<file path="src/rtl/alu_pkg.sv">
// alu_pkg: shared definitions for the ALU issue stage.
//   - ALU select codes driven onto alu_sel (the ALU itself is external)
//   - issue FSM state encoding
//   - result substituted for a divide by zero
package alu_pkg;

    localparam logic [3:0] ALU_ADD = 4'b0000;
    localparam logic [3:0] ALU_SUB = 4'b0001;
    localparam logic [3:0] ALU_DIV = 4'b0011;
    localparam logic [3:0] ALU_EQ  = 4'b1110;
    localparam logic [3:0] ALU_GT  = 4'b1111;

    localparam logic [3:0] DIV0_RESULT = 4'hF;

    typedef enum logic [1:0] {
        ST_IDLE = 2'd0,
        ST_EXEC = 2'd1,
        ST_RESP = 2'd2
    } state_t;

endpackage

</file>
<file path="src/rtl/alu_regfile.sv">
// alu_regfile: 4 x 4-bit register file with asynchronous clear.
//   clk, rst_n              clock, asynchronous active-low clear
//   rd_a_addr/rd_a_data     combinational read port A
//   rd_b_addr/rd_b_data     combinational read port B
//   wb_en/wb_addr/wb_data   write-back port (wins on address collision)
//   ld_en/ld_addr/ld_data   direct load port
module alu_regfile
    import alu_pkg::*;
(
    input  logic       clk,
    input  logic       rst_n,
    input  logic [1:0] rd_a_addr,
    output logic [3:0] rd_a_data,
    input  logic [1:0] rd_b_addr,
    output logic [3:0] rd_b_data,
    input  logic       wb_en,
    input  logic [1:0] wb_addr,
    input  logic [3:0] wb_data,
    input  logic       ld_en,
    input  logic [1:0] ld_addr,
    input  logic [3:0] ld_data
);

    logic [3:0] regs_q [4];
    logic [3:0] wb_hit;
    logic [3:0] ld_hit;

    // Per-register write decode.
    for (genvar gi = 0; gi < 4; gi++) begin : g_dec
        assign wb_hit[gi] = wb_en && (wb_addr == 2'(gi));
        assign ld_hit[gi] = ld_en && (ld_addr == 2'(gi));
    end

    always_ff @(posedge clk or negedge rst_n) begin
        if (!rst_n) begin
            for (int i = 0; i < 4; i++) begin
                regs_q[i] <= 4'h0;
            end
        end else begin
            for (int i = 0; i < 4; i++) begin
                // Write-back is tested first so a same-address load is dropped.
                if (wb_hit[i]) begin
                    regs_q[i] <= wb_data;
                end else if (ld_hit[i]) begin
                    regs_q[i] <= ld_data;
                end
            end
        end
    end

    // Reads see pre-edge contents, so a load in the same cycle is not visible.
    assign rd_a_data = regs_q[rd_a_addr];
    assign rd_b_data = regs_q[rd_b_addr];

endmodule

</file>
<file path="src/rtl/alu_issue.sv">
// alu_issue: single-command sequencer in front of a 4-bit combinational ALU.
//   cmd_*        command handshake and fields (select, dst, sources, immediate)
//   ld_*         direct register-file load port, usable in any state
//   alu_a/b/sel  registered operands/select to the external ALU
//   alu_result   combinational ALU output, sampled in EXEC
//   rsp_*        response handshake: data, dst, carry, zero, divide-error
module alu_issue
    import alu_pkg::*;
(
    input  logic       clk,
    input  logic       rst_n,
    input  logic       cmd_valid,
    output logic       cmd_ready,
    input  logic [3:0] cmd_sel,
    input  logic [1:0] cmd_dst,
    input  logic [1:0] cmd_src_a,
    input  logic [1:0] cmd_src_b,
    input  logic       cmd_imm_en,
    input  logic [3:0] cmd_imm,
    input  logic       ld_en,
    input  logic [1:0] ld_addr,
    input  logic [3:0] ld_data,
    output logic [3:0] alu_a,
    output logic [3:0] alu_b,
    output logic [3:0] alu_sel,
    input  logic [3:0] alu_result,
    output logic       rsp_valid,
    input  logic       rsp_ready,
    output logic [3:0] rsp_data,
    output logic [1:0] rsp_dst,
    output logic       rsp_carry,
    output logic       rsp_zero,
    output logic       rsp_err
);

    state_t     state_q, state_d;
    logic       ready_q, ready_d;
    logic [3:0] alu_a_q, alu_a_d;
    logic [3:0] alu_b_q, alu_b_d;
    logic [3:0] alu_sel_q, alu_sel_d;
    logic [1:0] dst_q, dst_d;
    logic       rsp_valid_q, rsp_valid_d;
    logic [3:0] rsp_data_q, rsp_data_d;
    logic [1:0] rsp_dst_q, rsp_dst_d;
    logic       rsp_carry_q, rsp_carry_d;
    logic       rsp_zero_q, rsp_zero_d;
    logic       rsp_err_q, rsp_err_d;

    logic [3:0] rd_a_data;
    logic [3:0] rd_b_data;
    logic       wb_en;
    logic       div0;
    logic       add_carry;
    logic [3:0] result;

    alu_regfile u_regfile (
        .clk       (clk),
        .rst_n     (rst_n),
        .rd_a_addr (cmd_src_a),
        .rd_a_data (rd_a_data),
        .rd_b_addr (cmd_src_b),
        .rd_b_data (rd_b_data),
        .wb_en     (wb_en),
        .wb_addr   (dst_q),
        .wb_data   (result),
        .ld_en     (ld_en),
        .ld_addr   (ld_addr),
        .ld_data   (ld_data)
    );

    assign div0      = (alu_sel_q == ALU_DIV) && (alu_b_q == 4'h0);
    assign add_carry = (alu_sel_q == ALU_ADD) &&
                       (({1'b0, alu_a_q} + {1'b0, alu_b_q}) > 5'd15);
    assign result    = div0 ? DIV0_RESULT : alu_result;

    always_comb begin
        state_d     = state_q;
        alu_a_d     = alu_a_q;
        alu_b_d     = alu_b_q;
        alu_sel_d   = alu_sel_q;
        dst_d       = dst_q;
        rsp_valid_d = rsp_valid_q;
        rsp_data_d  = rsp_data_q;
        rsp_dst_d   = rsp_dst_q;
        rsp_carry_d = rsp_carry_q;
        rsp_zero_d  = rsp_zero_q;
        rsp_err_d   = rsp_err_q;
        wb_en       = 1'b0;

        case (state_q)
            ST_IDLE: begin
                if (cmd_valid && ready_q) begin
                    alu_a_d   = rd_a_data;
                    alu_b_d   = cmd_imm_en ? cmd_imm : rd_b_data;
                    alu_sel_d = cmd_sel;
                    dst_d     = cmd_dst;
                    state_d   = ST_EXEC;
                end
            end
            ST_EXEC: begin
                wb_en       = 1'b1;
                rsp_valid_d = 1'b1;
                rsp_data_d  = result;
                rsp_dst_d   = dst_q;
                rsp_carry_d = add_carry;
                rsp_zero_d  = (result == 4'h0);
                rsp_err_d   = div0;
                state_d     = ST_RESP;
            end
            ST_RESP: begin
                if (rsp_ready) begin
                    rsp_valid_d = 1'b0;
                    state_d     = ST_IDLE;
                end
            end
            default: begin
                state_d = ST_IDLE;
            end
        endcase

        // Registered ready: low during reset, rises on the first edge after it.
        ready_d = (state_d == ST_IDLE);
    end

    always_ff @(posedge clk or negedge rst_n) begin
        if (!rst_n) begin
            state_q     <= ST_IDLE;
            ready_q     <= 1'b0;
            alu_a_q     <= 4'h0;
            alu_b_q     <= 4'h0;
            alu_sel_q   <= 4'h0;
            dst_q       <= 2'd0;
            rsp_valid_q <= 1'b0;
            rsp_data_q  <= 4'h0;
            rsp_dst_q   <= 2'd0;
            rsp_carry_q <= 1'b0;
            rsp_zero_q  <= 1'b0;
            rsp_err_q   <= 1'b0;
        end else begin
            state_q     <= state_d;
            ready_q     <= ready_d;
            alu_a_q     <= alu_a_d;
            alu_b_q     <= alu_b_d;
            alu_sel_q   <= alu_sel_d;
            dst_q       <= dst_d;
            rsp_valid_q <= rsp_valid_d;
            rsp_data_q  <= rsp_data_d;
            rsp_dst_q   <= rsp_dst_d;
            rsp_carry_q <= rsp_carry_d;
            rsp_zero_q  <= rsp_zero_d;
            rsp_err_q   <= rsp_err_d;
        end
    end

    assign cmd_ready = ready_q;
    assign alu_a     = alu_a_q;
    assign alu_b     = alu_b_q;
    assign alu_sel   = alu_sel_q;
    assign rsp_valid = rsp_valid_q;
    assign rsp_data  = rsp_data_q;
    assign rsp_dst   = rsp_dst_q;
    assign rsp_carry = rsp_carry_q;
    assign rsp_zero  = rsp_zero_q;
    assign rsp_err   = rsp_err_q;

endmodule

</file>
<file path="config.mk">
export PLATFORM = sky130hd
export DESIGN_NAME = alu_issue
export DESIGN_NICKNAME = d
export VERILOG_FILES = /design/src/rtl/alu_pkg.sv /design/src/rtl/alu_regfile.sv /design/src/rtl/alu_issue.sv
export SDC_FILE = /design/constraint.sdc
export NUM_CORES = 1
export LEC_CHECK = 0
export BUFFER_PORTS_ARGS = -buffer_cell sky130_fd_sc_hd__buf_4
export CAP_MARGIN = 0
export CORE_MARGIN = 4
export CORE_UTILIZATION = 57
export DETAILED_ROUTE_END_ITERATION = 10
export GPL_TIMING_DRIVEN = 0
export PLACE_DENSITY = 0.84
export SLEW_MARGIN = 20
export SYNTH_ARGS = -nofsm -noshare
export SYNTH_HDL_FRONTEND = slang
export SYNTH_SLANG_ARGS = --single-unit
</file>
<file path="constraint.sdc">
create_clock -name clk -period 2.8 [get_ports clk]
set_clock_uncertainty 0.15 [all_clocks]
set_input_delay 0.56 -clock clk [delete_from_list [all_inputs] [get_ports clk]]
set_output_delay 0.56 -clock clk [all_outputs]
set_load 0.05 [all_outputs]
</file>
==> metrics.md, run 1 <==
| Metric | Value |
|---|---|
| Mapped Cells | `159` |
| Final worst-path cycle share | `61.41%` |
| Total Wirelength | `5125 um` |
| GRT Util Overall | `22.74%` |
| Worst r2r dst | `rsp_carry$_DFFE_PN0P_` |
| FF+latch count, synth | `43` |
| RePlAce Congestion | `0.8273` |
| EDFF count, synth | `0` |
| Pin count of the biggest net entering global routing | `44` |
| Critical R2R Launch | `alu_b[0]$_DFFE_PN0P_` |
| CTS tree | `yes` |
| Detailed Route Iter0 Violations | `90` |
| Detail Route Antenna Nets | `0` |
| Design internal power | `1.918 mW` |
| Layout cell share with drive strength beyond 1 | `37.61%` |
| DPL Wire Length | `3889 um` |
| Setup TNS | `0 ps` |
| Post-layout power | `3.420 mW` |
| # DRC | `0` |
| IO buf count | `51` |
| Total number of vias | `1,570` |
| Top cells by area, synth | `dfrtp_1 (49%), mux2i_1 (16%), mux4_1 (4.8%)` |
| Fin cells | `266` |
| Switching pwr | `1.502 mW` |
| Syn avg cell area | `13.85 um^2` |
| Antenna violations before repair | `0` |
| Core area | `0.003689 mm^2` |
| Hold buffer count at CTS | `0` |
| Unique cell type count in the Yosys netlist | `33` |
| Die H | `70.16 um` |
| Min Hold Slack | `84.17 ps` |
| Endpoint arrival time on the critical path | `1010 ps` |
| Final setup vio count | `0` |
| Vias per cell | `5.902` |
| First-pass GRT wire length | `8535 um` |
| Max incr delay on CP | `470 ps` |
| Die Area | `0.004922 mm^2` |
| Headroom to the max-slew limit | `63.50%` |
| Gate power share | `47.0%` |
| Total CTS buffers | `5` |
| H-tree depth | `2` |
| Maximum clock frequency | `0.5816 GHz` |
| Initial core utilization | `59.70%` |
| Critical path's top delay family | `flip-flops` |
| Crit path buf inv count | `1` |
| Clock buffer depth | `2` |
| Clock sink count | `43` |
| Fillers | `267` |
| Max FO, Critical Path | `4` |
| Grt total ovfl | `0` |
| Sequential area share after synthesis | `48.86%` |
| Vias in the first global route | `1,702` |
| P_leak | `1.316 nW` |
| Share of the synthesized area in the top cell type | `48.86%` |
| Pwr dens | `1230 mW/mm^2` |
| Cell Rows | `22` |
| Outcome | `completed` |
| Clk_lat worst skew | `310 ps` |
| Diode count | `0` |
| Max-slew violations | `0` |
| Final net count | `251` |
| Synth cell count leaders | `dfrtp_1 (43), mux2i_1 (36), nand2_1 (9)` |
| Worst setup SP type | `register` |
| Cell accounting for the most synthesized area | `dfrtp_1` |
| Crit end category | `output pin` |
| Detailed Routing Iterations Pass 1 | `4` |
| # Post-CTS Setup Buffers | `0` |
| PnR worst setup slack | `1080 ps` |
| Post-layout minimum cycle time | `1720 ps` |
| Reg clk slew, reported paths | `90 ps` |
| Root Driver | `clkbuf_8` |
| Dpl cells | `258` |
| Worst-path cell chain | `buf_4` |
| Kind of critical path | `reg2out` |
| # resized after CTS | `0` |
| Dominant synthesized flop cell | `dfrtp_1` |
| WL/cell | `19.27 um` |
| Synth async-reset ratio | `100.0%` |
| Most common cell in the netlist | `dfrtp_1` |
| Clock network power share | `17.0%` |
| Maxcap violations | `0` |
| Worst EP required | `2090 ps` |
| Sw Ratio | `43.93%` |
| Area grow syn2layout | `26.31%` |
| Ys Warns | `0` |
| Setup slack, reg-to-reg | `1090 ps` |
| IO Pins | `53` |
| Final Hold Viols | `0` |
| Net Count, Synth | `193` |
| Post-synthesis instance area | `0.002202 mm^2` |
| Pre-CTS setup slack | `1006 ps` |
| Die width | `70.16 um` |
| Reg power frac | `36.0%` |
| Worst hold path class | `in2async` |
| Reg2reg path depth | `5` |
| CP Depth | `1` |
| Worst-margin pin slew | `547.5 ps` |
| Maximum VDD drop | `0.0008537 V` |
| RSZ-0062 raised after global routing | `false` |
| Slowest cell on the critical path | `dfrtp_1` |
metal layers:
metal | track usage (%) | routed length [um] | share of wire [%] | up-vias
li1 | - | - | - | 712
met1 | 28.67 | 2185 | 43 | 794
met2 | 37.04 | 2553 | 50 | 53
met3 | 6.763 | 263 | 5.1 | 11
met4 | 8.511 | 123 | 2.4 | 0
met5 | 0 | 0 | 0 | -
kinds of logic after synthesis:
family	share of synthesized area, %
compound gates	5.625
mux	30.85
simple gates	10.57
buf+inv	1.477
flops	48.86
fa+ha+maj	2.614
state kept, by name, summed over array words and instances (netlist names):
signal	cells
alu_a	4
state_q	2
rsp_valid	1
cmd_ready	1
rsp_err	1
alu_sel	4
rsp_zero	1
rsp_carry	1
alu_b	4
rsp_dst	2
dst_q	2
rsp_data	4
u_regfile.regs_q	16
power groups by stage:
stage	combinational, mW	clock [mW]	sequential (mW)
floorplan	0.628	0	1.69
global placement	1.56	0	1.20
detailed placement	1.61	0	1.23
CTS	1.62	0.587	1.22
global route	1.72	0.620	1.27
finish	1.61	0.581	1.23
stage by stage:
step	utilization (%)	cell area (um^2)
floorplan	-	2202
global placement	71.71	2645
detailed placement	71.71	2645
CTS	75.41	2781
global route	75.41	2781
finish	75.41	2781
worst max path at each step:
stage / start / end / slack, ps
3_5_place_dp: ld_addr[0] / u_regfile.regs_q[15]$_DFFE_PN0P_ / 1010
5_1_grt: alu_sel[3]$_DFFE_PN0P_ / u_regfile.regs_q[2]$_DFFE_PN0P_ / 990
4_1_cts: alu_b[1]$_DFFE_PN0P_ / alu_b[1] / 1070
6_report: alu_b[1]$_DFFE_PN0P_ / alu_b[1] / 1080
3_3_place_gp: cmd_src_a[0] / alu_a[1]$_DFFE_PN0P_ / 1030
2_1_floorplan: alu_b[0]$_DFFE_PN0P_ / rsp_carry$_DFFE_PN0P_ / 920
area by class of cell:
type / count / area (um^2) / area share [%]
multi-input combinational: 110 / 1094 / 39.32
sequential: 43 / 1076 / 38.69
timing repair buffer: 51 / 382.9 / 13.77
clock buffer: 5 / 68.82 / 2.474
clock inverter: 3 / 67.56 / 2.429
tap: 48 / 60.06 / 2.159
buffer: 5 / 28.78 / 1.035
inverter: 1 / 3.754 / 0.1350
placed cells by master (no fill, tap or decap), types with 2 or more instances in the layout:
cell type / netlist / layout
a21oi_1: 6 / 6
a21oi_2: 4 / 4
buf_2: 2 / 2
buf_4: 2 / 53
bufinv_16: 0 / 2
clkbuf_8: 0 / 5
dfrtp_1: 43 / 43
ha_1: 3 / 3
mux2_1: 6 / 6
mux2_2: 5 / 5
mux2i_1: 36 / 36
mux4_1: 4 / 4
mux4_2: 4 / 4
nand2_1: 9 / 9
nand2b_1: 2 / 2
nand3b_1: 3 / 3
nor2_1: 6 / 6
nor4b_4: 2 / 2
o21ai_0: 3 / 3
o21ai_1: 4 / 4
No activity file was read; power rests on OpenSTA's default activity.
==> run 2: changes to the inputs <==
--- a/config.mk
+++ b/config.mk
@@ -8,10 +8,10 @@
 export BUFFER_PORTS_ARGS = -buffer_cell sky130_fd_sc_hd__buf_4
 export CAP_MARGIN = 0
 export CORE_MARGIN = 4
-export CORE_UTILIZATION = 57
+export CORE_UTILIZATION = 53
 export DETAILED_ROUTE_END_ITERATION = 10
 export GPL_TIMING_DRIVEN = 0
-export PLACE_DENSITY = 0.84
+export PLACE_DENSITY = 0.79
 export SLEW_MARGIN = 20
 export SYNTH_ARGS = -nofsm -noshare
 export SYNTH_HDL_FRONTEND = slang
==> constraint.sdc (replaced) <==
create_clock -name clk -period 1.8 [get_ports clk]
set_clock_uncertainty 0.15 [all_clocks]
set_input_delay 0.36 -clock clk [delete_from_list [all_inputs] [get_ports clk]]
set_output_delay 0.36 -clock clk [all_outputs]
set_load 0.05 [all_outputs]
==> run 2 against run 1 <==
Against the previous run:
- die area up 6.7%
- cell count rose by 1.1%
- hold slack gained 50 ps
- critical endpoint is now rsp_carry$_DFFE_PN0P_
- largest cell class unchanged
==> metrics.md, run 2 (same netlist as run 1, synthesis figures left out) <==
| Metric | Value |
|---|---|
| Die H | `72.46 um` |
| Worst EP required | `1830 ps` |
| Root Driver | `clkbuf_8` |
| # DRC | `0` |
| Commonest non-fill, non-tap cell in the layout | `buf_4` |
| WL/cell | `18.72 um` |
| Slowest cell on the critical path | `dfrtp_2` |
| # resized after CTS | `0` |
| Worst setup SP type | `register` |
| Initial core utilization | `55.05%` |
| Fillers | `295` |
| GRT Util Overall | `20.62%` |
| Detailed Route Iter0 Violations | `79` |
| Reg clk slew, reported paths | `80 ps` |
| Pin count of the biggest net entering global routing | `44` |
| Total CTS buffers | `5` |
| Setup TNS | `0 ps` |
| Worst hold path class | `in2reg` |
| RSZ-0062 raised after global routing | `false` |
| Crit end category | `register` |
| Outcome | `completed` |
| First-pass GRT wire length | `8155 um` |
| Die Area | `0.005250 mm^2` |
| Fin util | `69.44%` |
| Final net count | `252` |
| Max reg flops | `16` |
| Maximum VDD drop | `0.0009438 V` |
| Post-layout minimum cycle time | `1707 ps` |
| Clock buffer depth | `2` |
| Worst-margin pin slew | `539.8 ps` |
| Diode count | `0` |
| Kind of critical path | `reg2reg` |
| Grt total ovfl | `0` |
| Worst-path cell chain | `ha_1 -> fa_1 -> a21o_1 -> a21oi_1 -> o31ai_1` |
| Multi-input logic area | `0.001094 mm^2` |
| Layout cell share with drive strength beyond 1 | `38.36%` |
| Area grow syn2layout | `26.14%` |
| Endpoint arrival time on the critical path | `1740 ps` |
| Core area | `0.004000 mm^2` |
| P_leak | `1.315 nW` |
| CTS tree | `yes` |
| DP Area | `0.002650 mm^2` |
| Max incr delay on CP | `450 ps` |
| RePlAce Congestion | `0.8277` |
| Final Hold Viols | `0` |
| Maximum clock frequency | `0.5859 GHz` |
| Maxcap violations | `0` |
| Most frequent cells in the layout | `buf_4 (53), dfrtp_1 (41), mux2i_1 (36)` |
| Final worst-path cycle share | `94.82%` |
| Detailed Routing Iterations Pass 1 | `4` |
| Antenna violations before repair | `0` |
| Total Wirelength | `5036 um` |
| Headroom to the max-slew limit | `63.86%` |
| Clk_lat worst skew | `300 ps` |
| Clock sink count | `43` |
| Fin area | `0.002778 mm^2` |
| Final setup vio count | `0` |
| Largest register by flop count | `u_regfile.regs_q` |
| # Post-CTS Setup Buffers | `0` |
| Cell Rows | `23` |
| Max-slew violations | `0` |
| Max FO, Critical Path | `4` |
| IO buf count | `51` |
| DPL Wire Length | `3842 um` |
| H-tree depth | `2` |
| Vias in the first global route | `1,684` |
| Vias per cell | `5.777` |
| IO Pins | `53` |
| Detail Route Antenna Nets | `0` |
| Total number of vias | `1,554` |
| FF+latch area | `0.001079 mm^2` |
| Pwr dens | `1866 mW/mm^2` |
| Die width | `72.46 um` |
==> run 2: cell types whose count changed in the layout (fill, tap and decap cells not counted) <==
cell           change
dfrtp_1            -2
dfrtp_2            +2
bufinv_16          -1
clkbuf_8           +1
clkinv_2           +1
clkinvlp_4         -1
dlygate4sd3_1      +1
==> run 2: cell type report <==
type | count | area share, %
timing repair buffer | 52 | 14.14
buffer | 5 | 1.036
sequential | 43 | 38.83
clock buffer | 6 | 2.973
tap | 50 | 2.252
clock inverter | 2 | 1.261
inverter | 1 | 0.1351
multi-input combinational | 110 | 39.37
==> run 2: per-stage QoR <==
step | hold slack, ps | std cells | total power, mW | worst slack [ps]
2_1_floorplan | -85.59 | 159 | 3.611 | 48.88
3_3_place_gp | 221.2 | 260 | 4.310 | 103.3
3_5_place_dp | 231.8 | 260 | 4.432 | 85.27
4_1_cts | 124.7 | 269 | 5.218 | 67.74
5_1_grt | 127.2 | 269 | 5.464 | 20.95
6_report | 134.5 | 269 | 5.182 | 93.15
==> run 2: timing repair <==
action	in CTS	in global routing
hold buffers	1	0
endpoints found under the setup margin	0	0
hold endpoints to repair	43	0
==> run 2: worst paths after layout <==
| check | start | end | slack [ps] | cells past startpoint |
|---|---|---|---|---|
| worst max-delay path | alu_b[0]$_DFFE_PN0P_ | rsp_carry$_DFFE_PN0P_ | 90 | 5 |
| worst min-delay path | cmd_sel[2] | alu_sel[2]$_DFFE_PN0P_ | 130 | 2 |
| min in group asynchronous | rst_n | alu_sel[3]$_DFFE_PN0P_ | 430 | 2 |
| worst min register to register | rsp_dst[0]$_DFFE_PN0P_ | rsp_dst[0]$_DFFE_PN0P_ | 330 | 2 |
| worst max register to register | alu_b[0]$_DFFE_PN0P_ | rsp_carry$_DFFE_PN0P_ | 90 | 5 |
| max in group asynchronous | rst_n | alu_a[0]$_DFFE_PN0P_ | 660 | 2 |
==> run 2: power by group <==
part | switching (mW) | internal, mW
Clock | 0.322 | 0.449
Sequential | 0.487 | 1.44
Combinational | 1.49 | 0.996
==> run 2: critical path: cells and delay by family (launching register included) <==
| kind | cells | cell delay (ps) |
|---|---|---|
| AO/OA/AOI/OAI | 3 | 430 |
| adder cells (fa/ha/maj) | 2 | 550 |
| flip-flops | 1 | 450 |
==> run 2: metal layers <==
layer	vias up	track usage, %	routed length, um
li1	715	-	-
met1	787	26.03	2169
met2	41	33.97	2462
met3	11	4.848	266
met4	0	9.016	137
met5	-	0	0
